===== src/rtl/vending_pkg.sv =====
`default_nettype none
// +----------------------------------------------------------------------+
// | vending_pkg                                                          |
// | Coin encoding, unit values and change-dispenser state/error codes.   |
// | Rev 1.0                                                              |
// +----------------------------------------------------------------------+
package vending_pkg;

   localparam logic [1:0] c_COIN_500  = 2'b00;
   localparam logic [1:0] c_COIN_1000 = 2'b01;
   localparam logic [1:0] c_COIN_2000 = 2'b10;
   localparam logic [1:0] c_COIN_5000 = 2'b11;

   localparam logic [15:0] c_VAL_500  = 16'd5;
   localparam logic [15:0] c_VAL_1000 = 16'd10;
   localparam logic [15:0] c_VAL_2000 = 16'd20;
   localparam logic [15:0] c_VAL_5000 = 16'd50;

   localparam logic c_ERR_UNDERPAID = 1'b0;
   localparam logic c_ERR_NO_CHANGE = 1'b1;

   typedef enum logic [2:0] {
      ST_IDLE = 3'd0,
      ST_CALC = 3'd1,
      ST_EMIT = 3'd2,
      ST_DONE = 3'd3,
      ST_FAIL = 3'd4
   } change_state_t;

   function automatic logic [15:0] coin_value(input logic [1:0] code);
      case (code)
         c_COIN_500:  coin_value = c_VAL_500;
         c_COIN_1000: coin_value = c_VAL_1000;
         c_COIN_2000: coin_value = c_VAL_2000;
         default:     coin_value = c_VAL_5000;
      endcase
   endfunction

endpackage
`default_nettype wire


===== src/rtl/coin_stock.sv =====
`default_nettype none
// +----------------------------------------------------------------------+
// | coin_stock                                                           |
// | Saturating 8-bit float counter for one coin denomination.            |
// | Rev 1.0                                                              |
// +----------------------------------------------------------------------+
module coin_stock #(
   parameter logic [7:0] INIT_COUNT = 8'd4
) (
   input  logic       clock,
   input  logic       reset,
   input  logic       inc,
   input  logic       dec,
   output logic [7:0] count,
   output logic       nonzero
);

   logic [7:0] r_count;

   // Simultaneous inc and dec cancel out.
   always_ff @(posedge clock) begin
      if (reset) begin
         r_count <= INIT_COUNT;
      end else if (inc && !dec) begin
         if (r_count != 8'hFF) r_count <= r_count + 8'd1;
      end else if (dec && !inc) begin
         if (r_count != 8'h00) r_count <= r_count - 8'd1;
      end
   end

   assign count   = r_count;
   assign nonzero = (r_count != 8'h00);

endmodule
`default_nettype wire


===== src/rtl/change_dispenser.sv =====
`default_nettype none
// +----------------------------------------------------------------------+
// | change_dispenser                                                     |
// | Greedy coin-by-coin change release with a replenishable float.       |
// | Rev 1.0                                                              |
// +----------------------------------------------------------------------+
module change_dispenser
   import vending_pkg::*;
#(
   parameter logic [7:0] INIT_STOCK = 8'd4
) (
   input  logic        clock,
   input  logic        reset,
   input  logic        start,
   input  logic [15:0] paid_total,
   input  logic [15:0] cost,
   input  logic        coin_in_valid,
   input  logic [1:0]  coin_in_type,
   input  logic        coin_ready,
   output logic        coin_valid,
   output logic [1:0]  coin_type,
   output logic        busy,
   output logic        done,
   output logic        error,
   output logic        error_code,
   output logic [15:0] remaining,
   output logic [7:0]  stock_500,
   output logic [7:0]  stock_1000,
   output logic [7:0]  stock_2000,
   output logic [7:0]  stock_5000
);

   change_state_t r_state;
   change_state_t w_next_state;

   logic [15:0] r_remaining;
   logic [1:0]  r_coin_type;
   logic        r_err_code;

   logic [3:0]  w_inc;
   logic [3:0]  w_dec;
   logic [3:0]  w_nonzero;
   logic [7:0]  w_count [4];

   logic        w_handshake;
   logic        w_pick_valid;
   logic [1:0]  w_pick;

   assign w_handshake = (r_state == ST_EMIT) && coin_ready;

   for (genvar g = 0; g < 4; g++) begin : g_stock
      assign w_inc[g] = coin_in_valid && (coin_in_type == 2'(g));
      assign w_dec[g] = w_handshake && (r_coin_type == 2'(g));

      coin_stock #(
         .INIT_COUNT (INIT_STOCK)
      ) u_stock (
         .clock   (clock),
         .reset   (reset),
         .inc     (w_inc[g]),
         .dec     (w_dec[g]),
         .count   (w_count[g]),
         .nonzero (w_nonzero[g])
      );
   end

   // Codes ascend with value, so the last qualifying index is the largest coin.
   always_comb begin
      w_pick_valid = 1'b0;
      w_pick       = c_COIN_500;
      for (int i = 0; i < 4; i++) begin
         if (w_nonzero[i] && (coin_value(2'(i)) <= r_remaining)) begin
            w_pick_valid = 1'b1;
            w_pick       = 2'(i);
         end
      end
   end

   always_ff @(posedge clock) begin
      if (reset) r_state <= ST_IDLE;
      else       r_state <= w_next_state;
   end

   always_comb begin
      w_next_state = r_state;
      case (r_state)
         ST_IDLE: begin
            if (start) w_next_state = (cost > paid_total) ? ST_FAIL : ST_CALC;
         end
         ST_CALC: begin
            if (r_remaining == 16'd0) w_next_state = ST_DONE;
            else if (w_pick_valid)    w_next_state = ST_EMIT;
            else                      w_next_state = ST_FAIL;
         end
         ST_EMIT: begin
            if (coin_ready) w_next_state = ST_CALC;
         end
         ST_DONE: w_next_state = ST_IDLE;
         ST_FAIL: w_next_state = ST_IDLE;
         default: w_next_state = ST_IDLE;
      endcase
   end

   always_ff @(posedge clock) begin
      if (reset) begin
         r_remaining <= 16'd0;
         r_coin_type <= c_COIN_500;
         r_err_code  <= c_ERR_UNDERPAID;
      end else begin
         case (r_state)
            ST_IDLE: begin
               if (start) begin
                  if (cost > paid_total) r_err_code  <= c_ERR_UNDERPAID;
                  else                   r_remaining <= paid_total - cost;
               end
            end
            ST_CALC: begin
               if (r_remaining != 16'd0) begin
                  if (w_pick_valid) r_coin_type <= w_pick;
                  else              r_err_code  <= c_ERR_NO_CHANGE;
               end
            end
            ST_EMIT: begin
               if (coin_ready) r_remaining <= r_remaining - coin_value(r_coin_type);
            end
            default: ;
         endcase
      end
   end

   assign coin_valid = (r_state == ST_EMIT);
   assign coin_type  = r_coin_type;
   assign busy       = (r_state != ST_IDLE);
   assign done       = (r_state == ST_DONE);
   assign error      = (r_state == ST_FAIL);
   assign error_code = r_err_code;
   assign remaining  = r_remaining;

   assign stock_500  = w_count[0];
   assign stock_1000 = w_count[1];
   assign stock_2000 = w_count[2];
   assign stock_5000 = w_count[3];

endmodule
`default_nettype wire


===== config.mk =====
export PLATFORM = sky130hd
export DESIGN_NAME = change_dispenser
export DESIGN_NICKNAME = d
export VERILOG_FILES = /design/src/rtl/vending_pkg.sv /design/src/rtl/coin_stock.sv /design/src/rtl/change_dispenser.sv
export SDC_FILE = /design/constraint.sdc
export NUM_CORES = 1
export LEC_CHECK = 0
export ABC_CLOCK_PERIOD_IN_PS = 4500
export CAP_MARGIN = 20
export CORE_UTILIZATION = 53
export DETAILED_ROUTE_END_ITERATION = 7
export PLACE_DENSITY = 0.79
export SYNTH_ARGS = -nofsm -noshare
export SYNTH_HDL_FRONTEND = slang
export SYNTH_SLANG_ARGS = --single-unit

===== constraint.sdc =====
create_clock -name clock -period 4.5 [get_ports clock]
set_clock_uncertainty 0.1 [all_clocks]
set_input_delay 0.9 -clock clock [delete_from_list [all_inputs] [get_ports clock]]
set_output_delay 0.9 -clock clock [all_outputs]
set_load 0.005 [all_outputs]

==> results.toml, run 1 <==
[outcome]
status = "finished with violations"
violations = "DRC"

[clocking]
cts_num_sinks = 54
h-tree-depth = 2
cts_max_path_buffers = 2
postCtsSetupRepairBufs = 0
cts_buffers = 5
worstSkewPairLatency_ns = 0.32
cts_tree = "done"
clk_pin_slew_ns = 0.11
root_buffer = "clkbuf_8"
cts_resized = 0
postCtsHoldBufs = 0

[global_route]
grt_pass1_vias = 4850
top_usage_layer = "met2"
met1_usage_pct = 33.9
antenna_found_initial = 0
track_usage_pct = 27.5
overflow = 0
grt_max_degree = 54
met3_usage_pct = 3.38
grt_pass1_wl_um = 22000
met2_usage_pct = 50.0

[routing]
drc = 16
wl_per_cell_um = 15.8
avgViaCountPerCell = 6.17
first_iter_violations = 272
drt_pass1_iterations = 8
ant_nets = 0
wl_um = 13000
via_count = 5089

[critical_path]
cp-end-kind = "register"
crit_required_ns = 4.62
r2r_slack_ns = 0.40
critical_path_class = "register to register"
r2r-start = "r_state[1]$_SDFFE_PP0P_"
cp_max_fo = 9
worstSetupStartpointType = "register"
arrival_ns = 4.22
r2r_cells = 15
r2r_end = "g_stock[0].u_stock.count[7]$_SDFFE_PP0P_"

[floorplanning]
die_w_um = 97.7
core_area_um2 = 8810
ios = 94
placementRows = 34
dieArea_um2 = 9540
dieHeight_um = 97.7
start_util_pct = 55.1

[finish]
mostFrequentLayoutCell = "clkdlybuf4s50_1"
register_area_um2 = 1080
final_cell_mix = "clkdlybuf4s50_1, nor2_1, dfxtp_1"
drive_above_1_share_pct = 5.44
n_fill_cell = 757
fin_nets = 811
syn2layout_area_growth_pct = 25.1
num_antenna_cells = 0
multi_input_area_um2 = 3530
final_cells = 825

[power]
peakVddDrop_uv = 178
p_leak_nw = 2.46
power_mw = 1.73
power_density_nw_per_um2 = 285

[synth]
async_flop_share_pct = 0
yosysSeqAreaShare_pct = 22.3
ys_warn_count = 0
syn-cell-area_um2 = 4850
synth_edf_count = 0
synth.avg_cell_area_um2 = 7.84
synth_seq_cells = 54
syn_nets = 714
ys.flop_type = "dfxtp_1"
syn_inst = 619
yosys.cell_types.count = 59

[timing]
slew_headroom_pct = 45.0
setup_viol = 0
tightest_slew_ns = 0.819
hold_viol_final = 0
fin_crit_ns = 4.10
rsz0062_at_grt = "false"
setup_tns_ns = 0
fin_crit_sh_pct = 91.1
max_freq_mhz = 244
drv_slew = 0

[run]
cap_violations = 0

[placement]
gp_congestion = 0.900
dp.cells = 817
io_buffer_count = 93
hpwl_um = 10000

[worst_hold_path]
holdCritStartpoint = "remaining[14]$_SDFFE_PP0P_"
min_to = "remaining[14]$_SDFFE_PP0P_"
hold_depth = 2
hold_path_class = "register to register"
[state kept, by name, summed over array words and instances (netlist names)]
signal                 flops
r_state                    3
coin_type                  2
g_stock.u_stock.count     32
error_code                 1
remaining                 16
[how the worst max path moves through the flow]
stage                                        from                                       end  slack, ns  depth (start not counted)
final                     r_state[1]$_SDFFE_PP0P_  g_stock[0].u_stock.count[7]$_SDFFE_PP0P_       0.40                         15
after CTS                 r_state[1]$_SDFFE_PP0P_  g_stock[2].u_stock.count[7]$_SDFFE_PP0P_       0.45                         15
after detailed placement               coin_ready  g_stock[2].u_stock.count[7]$_SDFFE_PP0P_       0.17                         13
after floorplan           r_state[1]$_SDFFE_PP0P_  g_stock[0].u_stock.count[7]$_SDFFE_PP0P_       0.43                         18
after global routing      r_state[1]$_SDFFE_PP0P_  g_stock[0].u_stock.count[7]$_SDFFE_PP0P_       0.04                         15
after global placement                 coin_ready  g_stock[3].u_stock.count[7]$_SDFFE_PP0P_       0.31                         13
[area by class of cell]
cell class,instances,area share [%]
Multi-Input combinational cell,503,58.2
Sequential cell,54,17.8
Timing Repair Buffer,109,17.2
Inverter,43,2.66
Tap cell,108,2.23
Clock buffer,5,1.13
Clock inverter,3,0.722
[critical path: stages, from the launching register on]
cell	delay, ns
dfxtp_1	0.49
inv_1	0.21
or3_1	0.43
clkinv_1	0.07
and2_1	0.24
nand2_1	0.09
ha_1	0.25
inv_1	0.10
buf_4	0.15
ha_1	0.26
a21oi_1	0.21
o21ai_0	0.15
a2111oi_0	0.49
or3_1	0.20
mux2i_1	0.20
mux2_2	0.36
[report_power, final]
group | switching [mW] | internal [mW]
clock network | 0.175 | 0.167
registers | 0.0679 | 0.520
logic | 0.410 | 0.392
total | 0.653 | 1.08
[cells in the mapped netlist, drive strengths merged (12+ instances only)]
cell type,count,area (um^2)
nor2,63,236
dfxtp,54,1080
ha,50,626
nand2,44,165
inv,42,158
a21oi,37,185
nor3,37,200
xnor2,25,219
mux2i,22,220
o21ai,22,110
nor4,18,113
clkbuf,15,56.3
o21a,15,113
a21o,12,91.3
nand3,12,60.1
[routing by layer]
layer,part of all wire (%),wire length [um]
met3,4.7,609
met2,50,6530
met4,1.8,237
met1,43,5650
met5,0,0
[stage by stage]
step | setup WS [ns] | util [%] | cell area, um^2 | hold WS, ns
after floorplan | 0.433 | - | 4850 | 0.369
after CTS | 0.454 | 68.9 | 6070 | 0.400
after detailed placement | 0.166 | 67.6 | 5960 | 0.378
after global placement | 0.305 | 67.6 | 5960 | 0.384
after global routing | 0.0434 | 68.9 | 6070 | 0.452
final | 0.401 | 68.9 | 6070 | 0.405
[kinds of logic after synthesis]
kind of cell,count (synthesis),synth area share [%]
and+or+nand+nor,227,23.2
AOI/OAI and AO/OA,166,23.7
buffers and inverters,62,4.87
adders and majority gates,56,15.4
DFF,54,22.3
xor gates and xnor gates,28,5.06
muxes,26,5.47
No activity file was read; power rests on OpenSTA's default activity.
==> run 2, diff against run 1 <==
Settings changed: REMOVE_ABC_BUFFERS set to 1.
==> run 2 against run 1 <==
  * Clock power down 8.7%
  * Hold slack better by 0.0040 ns
  * Via count is 2.3% lower
  * Sequential power about the same
  * Sequential share of layout area grew 0.066 points
  * Count of clock-buffer cells in the layout is 2 higher
  * The run still ends with DRC left
  * Final area decreased by 0.37%
  * Combinational power is 1% lower
  * Cell count is 0.24% lower
  * First-iteration DRC count is 16% lower
  * Sequential cell count unchanged
  * Die area unchanged
  * Largest cell class unchanged
==> results.toml, run 2 (synthesis gave the netlist of run 1 again) <==
[timing]
setup_ws_ns = 0.452
max_freq_mhz = 247
rsz0062_at_grt = "false"
fin_crit_ns = 4.05
fin_crit_sh_pct = 90.0
setup_tns_ns = 0
drv_slew = 0
slew_headroom_pct = 52.6
hold_viol_final = 0
tightest_slew_ns = 0.709
setup_viol = 0

[critical_path]
crit_chain = "inv_1 > or3_1 > clkinv_1 > and2_1 > nand3_1 > ha_1 > inv_1 > buf_4 > ha_1 > a21oi_1 > o21bai_1 > a2111oi_0 > nor3_1 > mux2i_1 > mux2_2"
critical_path_class = "register to register"
crit_required_ns = 4.62
cp-end-kind = "register"
arrival_ns = 4.17
slowest_stage = "dfxtp_1"
cp_max_fo = 9
worst-path-buf-inv = 4
worstSetupStartpointType = "register"
cp_top_family = "simple AND/OR/NAND/NOR gates"
max_stage_delay_ns = 0.53

[clocking]
cts_num_sinks = 54
postCtsHoldBufs = 0
cts_max_path_buffers = 2
cts_tree = "done"
worstSkewPairLatency_ns = 0.32
root_buffer = "clkbuf_8"
cts_resized = 0
cts_buffers = 5
clk_pin_slew_ns = 0.11
h-tree-depth = 2
postCtsSetupRepairBufs = 0

[routing]
drt_pass1_iterations = 7
wl_um = 12500
via_count = 4974
ant_nets = 0
avgViaCountPerCell = 6.04
drc = 14
wl_per_cell_um = 15.2
first_iter_violations = 229

[placement]
hpwl_um = 9700
io_buffer_count = 93
gp_congestion = 0.948
post-place-ws_ns = 0.116

[outcome]
violations = "DRC"
status = "finished with violations"

[finish]
num_antenna_cells = 0
mostFrequentLayoutCell = "clkdlybuf4s50_1"
syn2layout_area_growth_pct = 24.7
fin_nets = 809
drive_above_1_share_pct = 5.17
final_cell_mix = "clkdlybuf4s50_1, nor2_1, dfxtp_1"
largest_register_ffs = 32

[floorplanning]
dieArea_um2 = 9540
start_util_pct = 55.1
die_w_um = 97.7
dieHeight_um = 97.7
ios = 94
core_area_um2 = 8810
placementRows = 34

[global_route]
grt_pass1_wl_um = 21300
grt_max_degree = 30
grt_pass1_vias = 4598
overflow = 0
antenna_found_initial = 0
track_usage_pct = 26.7

[power]
power_density_nw_per_um2 = 280
p_leak_nw = 2.44
peakVddDrop_uv = 160

[run]
cap_violations = 0

[worst_hold_path]
hold_path_class = "register to register"
[run 2: tightest hold or removal path: stages (launching register included)]
cell,delay [ns]
dfxtp_1,0.35
nand2_1,0.06
o32ai_1,0.06
[run 2: final cells by class]
| class | instances | area, um^2 |
|---|---|---|
| multi-input combinational | 503 | 3530 |
| fill | 746 | 2760 |
| sequential | 54 | 1080 |
| timing repair buffer | 107 | 1030 |
| inverter | 43 | 161 |
| tap | 108 | 135 |
| clock buffer | 7 | 96.3 |
| clock inverter | 1 | 8.76 |
[run 2: final timing paths]
check	startpoint	end	slack, ns	cells past startpoint
setup / recovery	r_state[1]$_SDFFE_PP0P_	g_stock[1].u_stock.count[7]$_SDFFE_PP0P_	0.45	15
hold / removal	remaining[7]$_SDFFE_PP0P_	remaining[7]$_SDFFE_PP0P_	0.41	2
setup reg to reg	r_state[1]$_SDFFE_PP0P_	g_stock[1].u_stock.count[7]$_SDFFE_PP0P_	0.45	15
hold reg to reg	remaining[7]$_SDFFE_PP0P_	remaining[7]$_SDFFE_PP0P_	0.41	2
[run 2: power breakdown]
part | internal [mW] | total [mW] | switching [mW]
Clock | 0.142 | 0.313 | 0.172
Sequential | 0.520 | 0.588 | 0.0684
Combinational | 0.388 | 0.794 | 0.406
[run 2: metrics by stage]
stage / hold WS (ns) / util, % / total power, mW / std cells / area [um^2]
after floorplan: 0.369 / - / 1.11 / 600 / 4780
after global placement: 0.386 / 67.5 / 1.35 / 815 / 5940
after detailed placement: 0.396 / 67.5 / 1.38 / 815 / 5940
after CTS: 0.412 / 68.7 / 1.69 / 823 / 6050
after global routing: 0.445 / 68.7 / 1.81 / 823 / 6050
final: 0.409 / 68.7 / 1.70 / 823 / 6050
[run 2: layer usage]
metal,global-route usage [%],up-vias,part of all wire [%]
met5,0,-,0
li1,-,2475,-
met1,34.9,2324,45
met3,2.73,17,4.8
met4,6.88,0,1.5
met2,46.8,158,49
==> run 3, diff against run 2 <==
Settings changed: CTS_CLUSTER_DIAMETER set to 120, TNS_END_PERCENT set to 30.
==> results of run 3 <==
The final DEF is identical to that of run 2; final timing and power are the same.
==> patch, RTL diff (flow settings as in run 2) <==
The 5 states of `change_state_t` get a Gray code encoding in 3 bits.
--- a/src/rtl/vending_pkg.sv
+++ b/src/rtl/vending_pkg.sv
@@ -22,7 +22,7 @@
    typedef enum logic [2:0] {
-      ST_IDLE = 3'd0,
-      ST_CALC = 3'd1,
-      ST_EMIT = 3'd2,
-      ST_DONE = 3'd3,
-      ST_FAIL = 3'd4
+      ST_IDLE = 3'b000,
+      ST_CALC = 3'b001,
+      ST_EMIT = 3'b011,
+      ST_DONE = 3'b010,
+      ST_FAIL = 3'b110
    } change_state_t;
Formal check against the unedited RTL: same outputs for any inputs over 4 cycles, from zero or initial values and one cycle with reset high; so few cycles prove little.
==> patch against run 2 <==
  * Cell count unchanged
  * Clock power about the same
  * Combinational power down 3.1%
  * Utilization down 0.81 points
  * Synthesized area down 0.90%
  * Critical path depth down 2
  * Sequential cell count unchanged
  * Routed wire length down 0.84%
  * Register-to-register slack better by 0.73 ns
  * Cell area down 1.7%
  * Worst setup slack better by 0.29 ns
  * Critical endpoint is now g_stock[3].u_stock.count[7]
  * Total power down 1.6%
==> patch: results (changes against run 2) <==
[metrics] outcome: finished clean
[metrics] HPWL reported at the end of detailed placement: 9380 um (-3.3%)
[metrics] M1 GR Usage: 33.2% (-1.7 points)
[metrics] Gate Count Post-Synth: 624 (+0.81%)
[metrics] Routability Congestion: 0.926 (-2.2%)
[metrics] via count of the first global-routing pass: 4543 (-1.2%)
[metrics] Reg2Reg Setup Slack: 1.18 ns (+0.73 ns)
[metrics] xor/xnor share of the synthesized area: 6.92% (+1.9 points)
[metrics] average vias per placed instance: 5.94 (-1.7%)
[metrics] shortest period the worst path allows: 3.76 ns (-0.287 ns)
[metrics] number of different library cells in the post-synthesis netlist: 62 (+5.1%)
[metrics] first drt pass iteration count: 5 (-2)
[metrics] total track usage: 25.9% (-0.84 points)
[metrics] iteration-0 DRC count of the detailed router: 236 (+3.1%)
[metrics] Adder-Cell Fraction of Synth Area: 15.5% (+0.14 points)
[metrics] IR drop worst, VDD: 151 uV (-5.6%)
[metrics] met3 wire length: 677 um (+13%)
[metrics] Routed met2 length: 5960 um (-2.8%)
[metrics] per-cell routed wire length: 15.1 um (-0.84%)
[metrics] largest net degree at the start of global routing: 48 (+60%)
[metrics] sum of routed wire segments on met1: 5580 um (-0.94%)
[metrics] multiplexer share of the synthesized area: 4.16% (-1.3 points)
[metrics] post-synthesis compound-gate area fraction: 21.3% (-2.4 points)
[metrics] met2 usage in global routing: 45.6% (-1.2 points)
[metrics] worst slack at placement: 0.411 ns (+0.295 ns)
[metrics] biggest cell delay along the critical path: 0.59 ns (+0.06 ns)
[metrics] wire length of the first global-routing pass: 20700 um (-2.9%)
-- patch: worst paths after layout --
check                      from                          end  depth (start not counted)
setup / recovery     coin_ready  g_stock[3].u_stock.count[7]                         13
hold / removal    remaining[14]                remaining[14]                          2
setup reg to reg     r_state[2]  g_stock[2].u_stock.count[7]                         13
hold reg to reg   remaining[14]                remaining[14]                          2
-- patch: cells by family (layout without fill, tap and decap cells) --
kind of cell	Yosys count	after routing
flip-flops	54	54
multiplexers	20	20
buffers and inverters	59	150
XOR/XNOR	38	38
adder cells (fa/ha/maj)	56	56
AO/OA/AOI/OAI	153	153
AND/OR/NAND/NOR	244	244
-- patch: where the power goes --
group	total, mW	internal (mW)	switching (mW)
clock network	0.314	0.117	0.197
logic	0.769	0.377	0.392
registers	0.586	0.518	0.0682
-- patch: area by class of cell --
type	instances	area share, %
Multi-Input combinational cell	511	58.9
Sequential cell	54	18.2
Timing Repair Buffer	97	16.2
Inverter	45	2.84
Tap cell	108	2.27
Clock buffer	5	1.16
Clock inverter	3	0.484
